===== config.mk =====
export PLATFORM = sky130hd
export DESIGN_NAME = line_adapter
export DESIGN_NICKNAME = d
export VERILOG_FILES = /design/src/rtl/lc3b_types.sv /design/src/rtl/line_buffer.sv /design/src/rtl/line_adapter.sv
export SDC_FILE = /design/constraint.sdc
export NUM_CORES = 1
export LEC_CHECK = 0
export ABC_AREA = 0
export CAP_MARGIN = 20
export CELL_PAD_IN_SITES_DETAIL_PLACEMENT = 1
export CELL_PAD_IN_SITES_GLOBAL_PLACEMENT = 1
export CORE_MARGIN = 2
export CORE_UTILIZATION = 45
export DETAILED_ROUTE_END_ITERATION = 16
export PLACE_DENSITY = 0.87
export SLEW_MARGIN = 20
export SYNTH_ARGS = -nofsm -noshare
export SYNTH_HDL_FRONTEND = slang
export SYNTH_SLANG_ARGS = --single-unit

===== constraint.sdc =====
create_clock -name clk -period 40.6 [get_ports clk]
set_clock_uncertainty 0.1 [all_clocks]
set_input_delay 8.12 -clock clk [delete_from_list [all_inputs] [get_ports clk]]
set_output_delay 8.12 -clock clk [all_outputs]
set_load 0.1 [all_outputs]

===== src/rtl/lc3b_types.sv =====
// Shared LC-3b memory-side types used by the line adapter and its fill buffer.
// Latency: n/a (types and constants only).
// Backpressure: n/a.
package lc3b_types;

  typedef logic [15:0]  lc3b_word;
  typedef logic [1:0]   lc3b_mem_wmask;
  typedef logic [127:0] lc3b_c_line;
  typedef logic [2:0]   lc3b_beat_idx;

  // Eight 16-bit words make one 128-bit cache line; the beat counter is 3 bits wide.
  localparam int WORDS_PER_LINE = 8;

endpackage


===== src/rtl/line_buffer.sv =====
// Purpose: 128-bit line register that is loaded one 16-bit word at a time.
// Latency: a loaded word appears on line_q in the cycle after ld_en.
// Backpressure: none; a load is taken on every cycle that ld_en is high.
module line_buffer
  import lc3b_types::*;
(
  input  logic         clk,
  input  logic         rst,
  input  logic         ld_en,
  input  lc3b_beat_idx ld_idx,
  input  lc3b_word     ld_word,
  output lc3b_c_line   line_q
);

  lc3b_c_line line_d;

  // Replace only the addressed word and keep the others.
  always_comb begin
    line_d = line_q;
    if (ld_en) begin
      line_d[{ld_idx, 4'b0000} +: 16] = ld_word;
    end
  end

  // Line storage, cleared on reset.
  always_ff @(posedge clk or posedge rst) begin
    if (rst) begin
      line_q <= '0;
    end else begin
      line_q <= line_d;
    end
  end

endmodule


===== src/rtl/line_adapter.sv =====
// Purpose: performs a 128-bit line fill or writeback as eight 16-bit word beats. Define
//   LINE_ADAPTER_WRAP_EN for critical-word-first order, which starts at line_address[3:1].
// Latency: request seen in cycle 0; 1-cycle GAP after each beat except the last; line_resp
//   comes in cycle 16 with zero-wait memory, plus one cycle for each memory wait cycle.
// Backpressure: each beat holds its strobe until mem_resp; the cache holds its request until line_resp.
module line_adapter
  import lc3b_types::*;
(
  input  logic          clk,
  input  logic          reset,
  input  logic          line_read,
  input  logic          line_write,
  input  logic [15:0]   line_address,
  input  lc3b_c_line    line_wdata,
  output lc3b_c_line    line_rdata,
  output logic          line_resp,
  output logic          mem_read,
  output logic          mem_write,
  output lc3b_word      mem_address,
  output lc3b_word      mem_wdata,
  output lc3b_mem_wmask mem_byte_enable,
  input  lc3b_word      mem_rdata,
  input  logic          mem_resp
);

  localparam logic [2:0] IDLE       = 3'd0;
  localparam logic [2:0] READ_BEAT  = 3'd1;
  localparam logic [2:0] WRITE_BEAT = 3'd2;
  localparam logic [2:0] GAP        = 3'd3;
  localparam logic [2:0] DONE       = 3'd4;

  localparam lc3b_beat_idx LAST_BEAT = lc3b_beat_idx'(WORDS_PER_LINE - 1);

  logic [2:0]   state_q, state_d;
  lc3b_beat_idx count_q, count_d;
  lc3b_beat_idx start_q, start_d;
  logic [11:0]  base_q, base_d;
  logic         is_wr_q, is_wr_d;
  lc3b_c_line   wdata_q, wdata_d;
  lc3b_c_line   line_rdata_q, line_rdata_d;

  lc3b_beat_idx word_idx;
  lc3b_beat_idx req_start;
  lc3b_c_line   fill_line;
  logic         fill_ld;
  logic         beat_done;
  logic         unused_addr;

`ifdef LINE_ADAPTER_WRAP_EN
  assign req_start = line_address[3:1];
`else
  assign req_start = '0;
`endif
  // Offset bits that do not take part in address generation in this build.
  assign unused_addr = ^line_address[3:0];

  // Adding 3-bit values wraps the word index from 7 to 0 in critical-word-first order.
  assign word_idx        = start_q + count_q;
  assign mem_address     = {base_q, word_idx, 1'b0};
  assign mem_wdata       = wdata_q[{word_idx, 4'b0000} +: 16];
  assign mem_byte_enable = 2'b11;
  // The strobes depend on the state only, so an asynchronous reset drops them immediately.
  assign mem_read        = (state_q == READ_BEAT);
  assign mem_write       = (state_q == WRITE_BEAT);
  assign line_resp       = (state_q == DONE);
  assign line_rdata      = line_rdata_q;

  assign beat_done = (mem_read | mem_write) & mem_resp;
  assign fill_ld   = mem_read & mem_resp;

  line_buffer u_fill_buf (
    .clk     (clk),
    .rst     (reset),
    .ld_en   (fill_ld),
    .ld_idx  (word_idx),
    .ld_word (mem_rdata),
    .line_q  (fill_line)
  );

  // Beat sequencer: accept a request, step through the beats with a GAP after each one, then pulse DONE.
  always_comb begin
    state_d = state_q;
    count_d = count_q;
    start_d = start_q;
    base_d  = base_q;
    is_wr_d = is_wr_q;
    wdata_d = wdata_q;
    case (state_q)
      IDLE: begin
        if (line_write || line_read) begin
          state_d = line_write ? WRITE_BEAT : READ_BEAT;
          is_wr_d = line_write;
          count_d = '0;
          start_d = req_start;
          base_d  = line_address[15:4];
          wdata_d = line_wdata;
        end
      end
      READ_BEAT, WRITE_BEAT: begin
        if (beat_done) begin
          if (count_q == LAST_BEAT) begin
            state_d = DONE;
          end else begin
            count_d = count_q + 3'd1;
            state_d = GAP;
          end
        end
      end
      GAP:     state_d = is_wr_q ? WRITE_BEAT : READ_BEAT;
      DONE:    state_d = IDLE;
      default: state_d = IDLE;
    endcase
  end

  // On the last fill beat, merge the arriving word so that line_rdata is complete while DONE is active.
  always_comb begin
    line_rdata_d = line_rdata_q;
    if (fill_ld && (count_q == LAST_BEAT)) begin
      line_rdata_d = fill_line;
      line_rdata_d[{word_idx, 4'b0000} +: 16] = mem_rdata;
    end
  end

  // Control, latched request fields and output line register.
  always_ff @(posedge clk or posedge reset) begin
    if (reset) begin
      state_q      <= IDLE;
      count_q      <= '0;
      start_q      <= '0;
      base_q       <= '0;
      is_wr_q      <= 1'b0;
      wdata_q      <= '0;
      line_rdata_q <= '0;
    end else begin
      state_q      <= state_d;
      count_q      <= count_d;
      start_q      <= start_d;
      base_q       <= base_d;
      is_wr_q      <= is_wr_d;
      wdata_q      <= wdata_d;
      line_rdata_q <= line_rdata_d;
    end
  end

endmodule


==> flow_summary.ini, run 1 <==
[routing]
avgRoutedWirePerCell_um = 26.5
via_per_inst = 6.06
detailed_routing_iteration_count_for_the_pre_antenna_repair_pass = 5
drtAntennaViolNets = 0
drcViolationCount = 0
postRouteWirelength_um = 64100
drt-initial-drc-count = 1107
route.vias.total = 14683

[synthesis]
ys_dominant_reg_cell = sky130_fd_sc_hd__dfrtp_1
yosys.cell_count.top_type = sky130_fd_sc_hd__dfrtp_1
synthesis.instances = 1623
synth.cells.most_frequent = sky130_fd_sc_hd__dfrtp_1, sky130_fd_sc_hd__a21oi_1, sky130_fd_sc_hd__o21ai_0
yosysWarnings = 0
library_cell_occupying_the_most_area_in_the_post_synthesis_netlist = sky130_fd_sc_hd__dfrtp_1
synthesis.area_per_instance_um2 = 11.4
synth.cell_area_um2 = 18500
seq_area_frac_synth_pct = 54.5
ys_async_sr_fraction_pct = 100
synth.distinct_cells = 61
ys_top_cells_by_area = sky130_fd_sc_hd__dfrtp_1, sky130_fd_sc_hd__mux2_1, sky130_fd_sc_hd__a21oi_1
synth_enable_flop_cells = 0
synth.top_cell.area_share_pct = 54.5
ys_ff_latch = 403

[min_path]
worst_hold_path.num_cells = 1
min_delay_worst_endpoint = wdata_q[48]
worstHoldPathType = flop to flop
hold_path_startpoint = wdata_q[48]

[grt]
via_count_of_the_first_global_routing_pass = 16060
grt_first_pass_wirelength_um = 97600
antenna_found_initial = 4
gr-total-overflow = 0
grt_start_max_net_pins = 149
gr-usage-all-layers_pct = 30.3

[floorplan]
width_of_the_die_um = 207
starting_density_pct = 45.4
die_area_um2 = 42800
area_of_the_core_um2 = 40700
fp.dieH_um = 207
rows = 74
pin_count = 330

[worst_setup_path]
critical-path-slowest-cell = sky130_fd_sc_hd__clkdlybuf4s50_1
worst-endpoint-required_ns = 32.38
timing_worst_setup_path_type = flop to primary output
cp_top_family = buffers and inverters
worstPathCellList = buf_4 > mux4_2 > nand2_1 > nand2_1 > clkdlybuf4s50_1
reg2reg_from = count_q[2]
worstRegToRegCells = 5
timing.rr.end = u_fill_buf.line_q[127]
max_stage_delay_ns = 1.02
critPathLaunchType = flop
cp.arrival_ns = 3.81
buf_inv_on_cp = 2
cpMostUsedCell = sky130_fd_sc_hd__nand2_1
reg2reg_setup_slack_ns = 36.62
crit_path_end_kind = primary output
highest_fanout_seen_on_the_critical_path = 36

[clock_tree]
clock_path_buffers = 3
clock_sink_count = 403
ctsRootBufferMaster = sky130_fd_sc_hd__clkbuf_16
h_tree_level_count = 2
post_cts.resized_instances = 0
post_cts_buffers = 0
tritoncts = built
clk_latency_worst_skew_pair_ns = 0.58
tritoncts.num_buffers = 43
clkTransAtPathRegs_ns = 0.06
hold_buffers = 0

[timing]
setup-tns-final_ns = 0
final-hold-violation-count = 0
max_clock_freq_mhz = 83.1
final-setup-viol-count = 0
unrepaired_setup_endpoints_after_global_routing = no
slew_worst_pin_ns = 1.20
slew-limit-headroom_pct = 19.5
maxSlewViolCount = 0
min_period_ns = 12.03
final.period_utilization_pct = 29.6

[final_layout]
area_growth_pct = 26.5
fillers = 4132
utilization_pct = 57.5
design.final.nets = 2028
drive_gt1_share_pct = 12.2

[power]
power_per_cell_area_nw_per_um2 = 93.4
power_leakage_uw = 0.00972
total_power_uw = 2190
ir_drop_mv = 0.0777

[status]
run_status = finished, final reports clean

[place]
port_buffers = 322
gpl.final_weighted_congestion = 0.828
hpwl_um = 41200

[job]
cap_violations = 0
[state kept, by name, summed over array words and instances (netlist names)]
register,count
u_fill_buf.line_q,128
is_wr_q,1
wdata_q,128
base_q,12
state_q,3
line_rdata,128
count_q,3
[layer usage]
metal  wire [µm]  vias to the layer above  global-route usage, %
met5           0                        -                      0
met2       31400                      647                   51.0
li1            -                     6325                      -
met3        5380                      142                   9.11
met1       24400                     7569                   36.3
met4        2960                        0                   13.2
[layout make-up]
| type | count | area [µm²] | area share [%] |
|---|---|---|---|
| Multi-Input combinational cell | 1010 | 7550 | 32.3 |
| Clock buffer | 60 | 1210 | 5.17 |
| Inverter | 47 | 184 | 0.786 |
| Sequential cell | 403 | 10100 | 43.1 |
| Tap cell | 532 | 666 | 2.84 |
| Clock inverter | 18 | 235 | 1.00 |
| Timing Repair Buffer | 351 | 3470 | 14.8 |
| Antenna cell | 2 | 5.00 | 0.0214 |
[report_power, final]
group / internal [µW] / total (µW) / switching, µW
logic: 313 / 1120 / 812
clock network: 241 / 411 / 170
registers: 545 / 651 / 106
total: 1100 / 2190 / 1090
[worst register-to-register path: stages (launching register included)]
cell,delay [ns]
sky130_fd_sc_hd__dfrtp_1,0.35
sky130_fd_sc_hd__clkinv_1,0.46
sky130_fd_sc_hd__ha_1,0.79
sky130_fd_sc_hd__nand2b_1,0.68
sky130_fd_sc_hd__nor3_4,1.07
sky130_fd_sc_hd__mux2_2,0.43
[worst max-delay path by stage]
stage	start	to	slack [ns]	cells past startpoint
after detailed placement	mem_resp	line_rdata[14]	29.04	6
after global routing	count_q[0]	mem_wdata[6]	28.40	5
after CTS	count_q[0]	mem_wdata[6]	28.50	5
final	count_q[0]	mem_wdata[6]	28.57	5
after floorplan	reset	base_q[0]	21.17	1
after global placement	mem_resp	line_rdata[14]	29.16	6
[cells in the final DEF (no fill, tap or decap), drive strengths merged, types with 3 or more instances in the layout]
cell,n
a21oi,175
a22oi,32
a31oi,81
a32oi,15
a41oi,3
and2,6
and3,4
and4bb,3
buf,30
bufinv,5
clkbuf,60
clkdlybuf4s50,321
clkinv,8
conb,3
dfrtp,403
ha,7
inv,50
mux2,185
mux2i,41
mux4,32
nand2,126
nand2b,3
nand3,42
nand4,13
nor2,6
nor2b,24
nor3,11
nor4bb,3
o2111ai,3
o21ai,163
o311ai,3
or2,5
[per-stage QoR]
step,instance area [µm²],setup slack (ns),std cells,hold WS (ns)
after floorplan,18500,21.17,1624,0.351
after global placement,21900,29.16,2340,0.362
after detailed placement,21900,29.04,2341,0.374
after CTS,23400,28.50,2419,0.388
after global routing,23400,28.40,2421,0.409
final,23400,28.57,2423,0.384
[kinds of logic after synthesis]
family | synth area share, %
AO/OA/AOI/OAI | 14.7
buffers and inverters | 5.23
flip-flops | 54.5
other | 0.0406
XOR/XNOR | 0.0473
multiplexers | 17.6
adder cells (fa/ha/maj) | 0.473
AND/OR/NAND/NOR | 7.48
Note: power is estimated with default switching activity, not from simulation.
==> inputs of run 2 (changes only) <==
--- a/config.mk
+++ b/config.mk
@@ -10,9 +10,9 @@
 export CELL_PAD_IN_SITES_DETAIL_PLACEMENT = 1
 export CELL_PAD_IN_SITES_GLOBAL_PLACEMENT = 1
 export CORE_MARGIN = 2
-export CORE_UTILIZATION = 45
+export CORE_UTILIZATION = 38
 export DETAILED_ROUTE_END_ITERATION = 16
-export PLACE_DENSITY = 0.87
+export PLACE_DENSITY = 0.79
 export SLEW_MARGIN = 20
 export SYNTH_ARGS = -nofsm -noshare
 export SYNTH_HDL_FRONTEND = slang
==> constraint.sdc (replaced) <==
create_clock -name clk -period 10 [get_ports clk]
set_clock_uncertainty 0.1 [all_clocks]
set_input_delay 2 -clock clk [delete_from_list [all_inputs] [get_ports clk]]
set_output_delay 2 -clock clk [all_outputs]
set_load 0.1 [all_outputs]
==> flow_summary.ini, run 2 (synthesis gave the netlist of run 1 again) <==
[status]
run_status = finished, final reports clean

[grt]
grt_start_max_net_pins = 149
antenna_found_initial = 1
via_count_of_the_first_global_routing_pass = 15551
gr-total-overflow = 0
gr-usage-all-layers_pct = 24.4
grt_first_pass_wirelength_um = 94700

[power]
power_leakage_uw = 0.00978
total_power_uw = 8900
power_per_cell_area_nw_per_um2 = 376
ir_drop_mv = 0.340

[final_layout]
design.final.nets = 2031
antennaDiodeCount = 0
most_frequent_cells_in_the_layout = sky130_fd_sc_hd__dfrtp_1, sky130_fd_sc_hd__clkdlybuf4s50_1, sky130_fd_sc_hd__a21oi_1, sky130_fd_sc_hd__o21ai_0, sky130_fd_sc_hd__nand2_1
area_growth_pct = 27.7
mostFrequentLayoutCell = sky130_fd_sc_hd__dfrtp_1
fillers = 4976
drive_gt1_share_pct = 12.6

[worst_setup_path]
cpMostUsedCell = sky130_fd_sc_hd__nand2_1
timing_worst_setup_path_type = flop to primary output
worstPathCellList = buf_4 > mux4_2 > nand2_1 > nand2_1 > clkdlybuf4s50_1
timing.critical_path.from = count_q[0]
critical-path-slowest-cell = sky130_fd_sc_hd__clkdlybuf4s50_1
max_stage_delay_ns = 0.98
worst-endpoint-required_ns = 7.90
highest_fanout_seen_on_the_critical_path = 35
cp.arrival_ns = 3.81
critPathLaunchType = flop
crit_path_end_kind = primary output
reg2reg_from = count_q[2]

[routing]
via_per_inst = 5.74
drtAntennaViolNets = 0
drcViolationCount = 0
postRouteWirelength_um = 61300
route.vias.total = 14415
avgRoutedWirePerCell_um = 24.4
drt-initial-drc-count = 1142
detailed_routing_iteration_count_for_the_pre_antenna_repair_pass = 5

[clock_tree]
clock_sink_count = 403
h_tree_level_count = 2
hold_buffers = 0
clkTransAtPathRegs_ns = 0.06
clk_latency_worst_skew_pair_ns = 0.60
ctsRootBufferMaster = sky130_fd_sc_hd__clkbuf_16
post_cts_buffers = 0
tritoncts = built
clock_path_buffers = 3
post_cts.resized_instances = 0
tritoncts.num_buffers = 45

[timing]
unrepaired_setup_endpoints_after_global_routing = no
max_clock_freq_mhz = 169
min_period_ns = 5.91
final.period_utilization_pct = 59.1
slew_worst_pin_ns = 1.17
final-hold-violation-count = 0
setup-tns-final_ns = 0
slew-limit-headroom_pct = 22.0
maxSlewViolCount = 0
final-setup-viol-count = 0

[place]
gpl.final_weighted_congestion = 0.820
port_buffers = 322
hpwl_um = 40200

[floorplan]
rows = 80
fp.dieH_um = 225
area_of_the_core_um2 = 47900
pin_count = 330
starting_density_pct = 38.6
die_area_um2 = 50500
width_of_the_die_um = 225

[min_path]
hold_path_startpoint = wdata_q[79]
worstHoldPathType = flop to flop

[job]
cap_violations = 0
-- run 2: worst paths after layout --
path / to / slack [ns] / cells past startpoint
worst max-delay path: mem_wdata[11] / 4.09 / 5
worst min-delay path: wdata_q[79] / 0.38 / 1
worst max register to register: u_fill_buf.line_q[102] / 6.00 / 5
worst min register to register: wdata_q[79] / 0.38 / 1
max in group asynchronous: wdata_q[28] / 6.29 / 4
min in group asynchronous: u_fill_buf.line_q[15] / 1.89 / 3
-- run 2: per-stage QoR --
stage / util, % / cells / setup slack, ns / instance area (µm²) / hold slack, ns
2_1_floorplan: - / 1624 / 2.47 / 18500 / 0.351
3_3_place_gp: 45.9 / 2426 / 4.38 / 22000 / 0.361
3_5_place_dp: 46.0 / 2426 / 4.30 / 22000 / 0.374
4_1_cts: 49.3 / 2509 / 4.00 / 23600 / 0.387
5_1_grt: 49.3 / 2510 / 3.93 / 23600 / 0.396
6_report: 49.3 / 2510 / 4.09 / 23600 / 0.382
-- run 2: layer usage --
| layer | track usage, % | up-vias | share of wire [%] |
|---|---|---|---|
| li1 | - | 6331 | - |
| met1 | 30.4 | 7507 | 41 |
| met2 | 41.6 | 495 | 49 |
| met3 | 7.05 | 80 | 7.8 |
| met4 | 6.09 | 2 | 2.0 |
| met5 | 0 | - | 0.018 |
-- run 2: cell type report --
class | count | area [µm²] | share of cell area, %
inverter | 47 | 180 | 0.762
clock buffer | 65 | 1320 | 5.59
sequential | 403 | 10100 | 42.7
clock inverter | 18 | 274 | 1.16
tap | 615 | 769 | 3.25
multi-input combinational | 1010 | 7540 | 31.9
timing repair buffer | 352 | 3470 | 14.7
-- run 2: critical path, delay by kind of cell, from the launching register on --
family	cells	cell delay, ns
mux	1	0.65
flops	1	0.63
buf+inv	2	1.67
simple gates	2	0.24
-- run 2: power breakdown --
part	switching [µW]	total, µW	internal, µW	leakage, µW
registers	393	2610	2210	0.00511
clock network	704	1780	1080	0.000777
logic	3250	4520	1270	0.00390
total	4340	8900	4560	0.00978
==> inputs of run 3 (changes only) <==
--- a/config.mk
+++ b/config.mk
@@ -10,9 +10,9 @@
 export CELL_PAD_IN_SITES_DETAIL_PLACEMENT = 1
 export CELL_PAD_IN_SITES_GLOBAL_PLACEMENT = 1
 export CORE_MARGIN = 2
-export CORE_UTILIZATION = 38
+export CORE_UTILIZATION = 42
 export DETAILED_ROUTE_END_ITERATION = 16
-export PLACE_DENSITY = 0.79
+export PLACE_DENSITY = 0.82
 export SLEW_MARGIN = 20
 export SYNTH_ARGS = -nofsm -noshare
 export SYNTH_HDL_FRONTEND = slang
==> constraint.sdc (replaced) <==
create_clock -name clk -period 5.92 [get_ports clk]
set_clock_uncertainty 0.1 [all_clocks]
set_input_delay 1.184 -clock clk [delete_from_list [all_inputs] [get_ports clk]]
set_output_delay 1.184 -clock clk [all_outputs]
set_load 0.1 [all_outputs]
==> flow_summary.ini, run 3 (synthesis gave the netlist of run 1 again) <==
[status]
run_status = finished, final reports clean

[final_layout]
design.final.nets = 2033
fillers = 4416
final_cells = 2482
drive_gt1_share_pct = 12.6
area_growth_pct = 27.5
utilization_pct = 54.6
most_frequent_cells_in_the_layout = sky130_fd_sc_hd__dfrtp_1, sky130_fd_sc_hd__clkdlybuf4s50_1, sky130_fd_sc_hd__a21oi_1, sky130_fd_sc_hd__o21ai_0, sky130_fd_sc_hd__nand2_1
mostFrequentLayoutCell = sky130_fd_sc_hd__dfrtp_1
postLayoutCellArea_um2 = 23600

[grt]
grt_start_max_net_pins = 163
gr-usage-all-layers_pct = 27.2
gr-total-overflow = 0
antenna_found_initial = 4
grt_first_pass_wirelength_um = 97500
via_count_of_the_first_global_routing_pass = 16166

[floorplan]
width_of_the_die_um = 214
starting_density_pct = 42.8
fp.dieH_um = 214
pin_count = 330
area_of_the_core_um2 = 43300
rows = 76
die_area_um2 = 45800

[worst_setup_path]
highest_fanout_seen_on_the_critical_path = 37
cp.arrival_ns = 3.48
worst-endpoint-required_ns = 4.64
critical-path-slowest-cell = sky130_fd_sc_hd__clkdlybuf4s50_1
worstPathCellList = mux4_2 > nand2_1 > nand2_1 > clkdlybuf4s50_1
timing_worst_setup_path_type = flop to primary output
max_stage_delay_ns = 1.21
crit_path_end_kind = primary output
critPathLaunchType = flop
cpMostUsedCell = sky130_fd_sc_hd__nand2_1

[routing]
postRouteWirelength_um = 62200
drt-initial-drc-count = 1327
detailed_routing_iteration_count_for_the_pre_antenna_repair_pass = 5
via_per_inst = 5.88
avgRoutedWirePerCell_um = 25.1
drtAntennaViolNets = 0
drcViolationCount = 0
route.vias.total = 14589

[clock_tree]
ctsRootBufferMaster = sky130_fd_sc_hd__clkbuf_16
tritoncts = built
post_cts_buffers = 0
clock_sink_count = 403
h_tree_level_count = 2
post_cts.resized_instances = 0
hold_buffers = 0
clock_path_buffers = 3
clk_latency_worst_skew_pair_ns = 0.59
tritoncts.num_buffers = 45
clkTransAtPathRegs_ns = 0.06

[timing]
slew_worst_pin_ns = 1.21
final.period_utilization_pct = 80.4
maxSlewViolCount = 0
final-hold-violation-count = 0
final-setup-viol-count = 0
setup-tns-final_ns = 0
min_period_ns = 4.76
max_clock_freq_mhz = 210
slew-limit-headroom_pct = 19.3
unrepaired_setup_endpoints_after_global_routing = no

[place]
hpwl_um = 40800
port_buffers = 322
dpl.cell_count = 2397
gpl.final_weighted_congestion = 0.806
post_dp_cell_area_um2 = 22000

[min_path]
worstHoldPathType = flop to flop

[power]
switching_share_pct = 49.3
power_leakage_uw = 0.00979
cellInternalPower_uw = 7610
power.clock.fraction_pct = 19.4
comb_pwr_share_pct = 50.7
power_per_cell_area_nw_per_um2 = 636
power.share.sequential_pct = 29.9
ir_drop_mv = 0.718
net-switching-power_uw = 7410

[job]
cap_violations = 0
## run 3: final cells by class
class	instances	area (µm²)	area share [%]
diodes	2	5.00	0.0212
clock buffers	61	1300	5.49
clock inverters	20	234	0.991
inverters	47	180	0.763
multi-input cells	1010	7560	32.0
flip-flops and latches	403	10100	42.7
well taps	585	732	3.10
repair buffers	354	3510	14.9
## run 3: worst paths after layout
kind | from | to | slack (ns) | cells past startpoint
worst max register to register | count_q[1] | u_fill_buf.line_q[106] | 1.63 | 6
worst max-delay path | count_q[1] | mem_wdata[5] | 1.16 | 4
worst min-delay path | wdata_q[98] | wdata_q[98] | 0.38 | 1
min in group asynchronous | reset | state_q[1] | 0.95 | 2
worst min register to register | wdata_q[98] | wdata_q[98] | 0.38 | 1
max in group asynchronous | reset | line_rdata[72] | 3.46 | 3
## run 3: metal layers
metal	wire length [µm]	GRT usage [%]
met1	24100	33.0
met2	30700	45.5
met3	5330	8.73
met4	2180	10.2
met5	0	0
## run 3: critical path, delay by kind of cell (launching register included)
| family | cells | cell delay [ns] |
|---|---|---|
| multiplexers | 1 | 0.42 |
| buffers and inverters | 1 | 1.21 |
| flip-flops | 1 | 1.05 |
| AND/OR/NAND/NOR | 2 | 0.19 |
## run 3: per-stage QoR
step                      total power [µW]  hold slack (ns)  worst slack (ns)
after global routing                 15700            0.406              1.01
after detailed placement             12000            0.371              1.60
final                                15000            0.384              1.16
after global placement               11800            0.361              1.66
after floorplan                       9890            0.351            -0.792
after CTS                            15100            0.385              1.10
## run 3: power by group through the flow
stage | clock network (µW) | logic [µW] | registers, µW
global route | 3070 | 7980 | 4620
floorplan | 0 | 3720 | 6160
detailed placement | 0 | 7540 | 4500
finish | 2910 | 7610 | 4490
global placement | 0 | 7350 | 4430
CTS | 2950 | 7630 | 4500
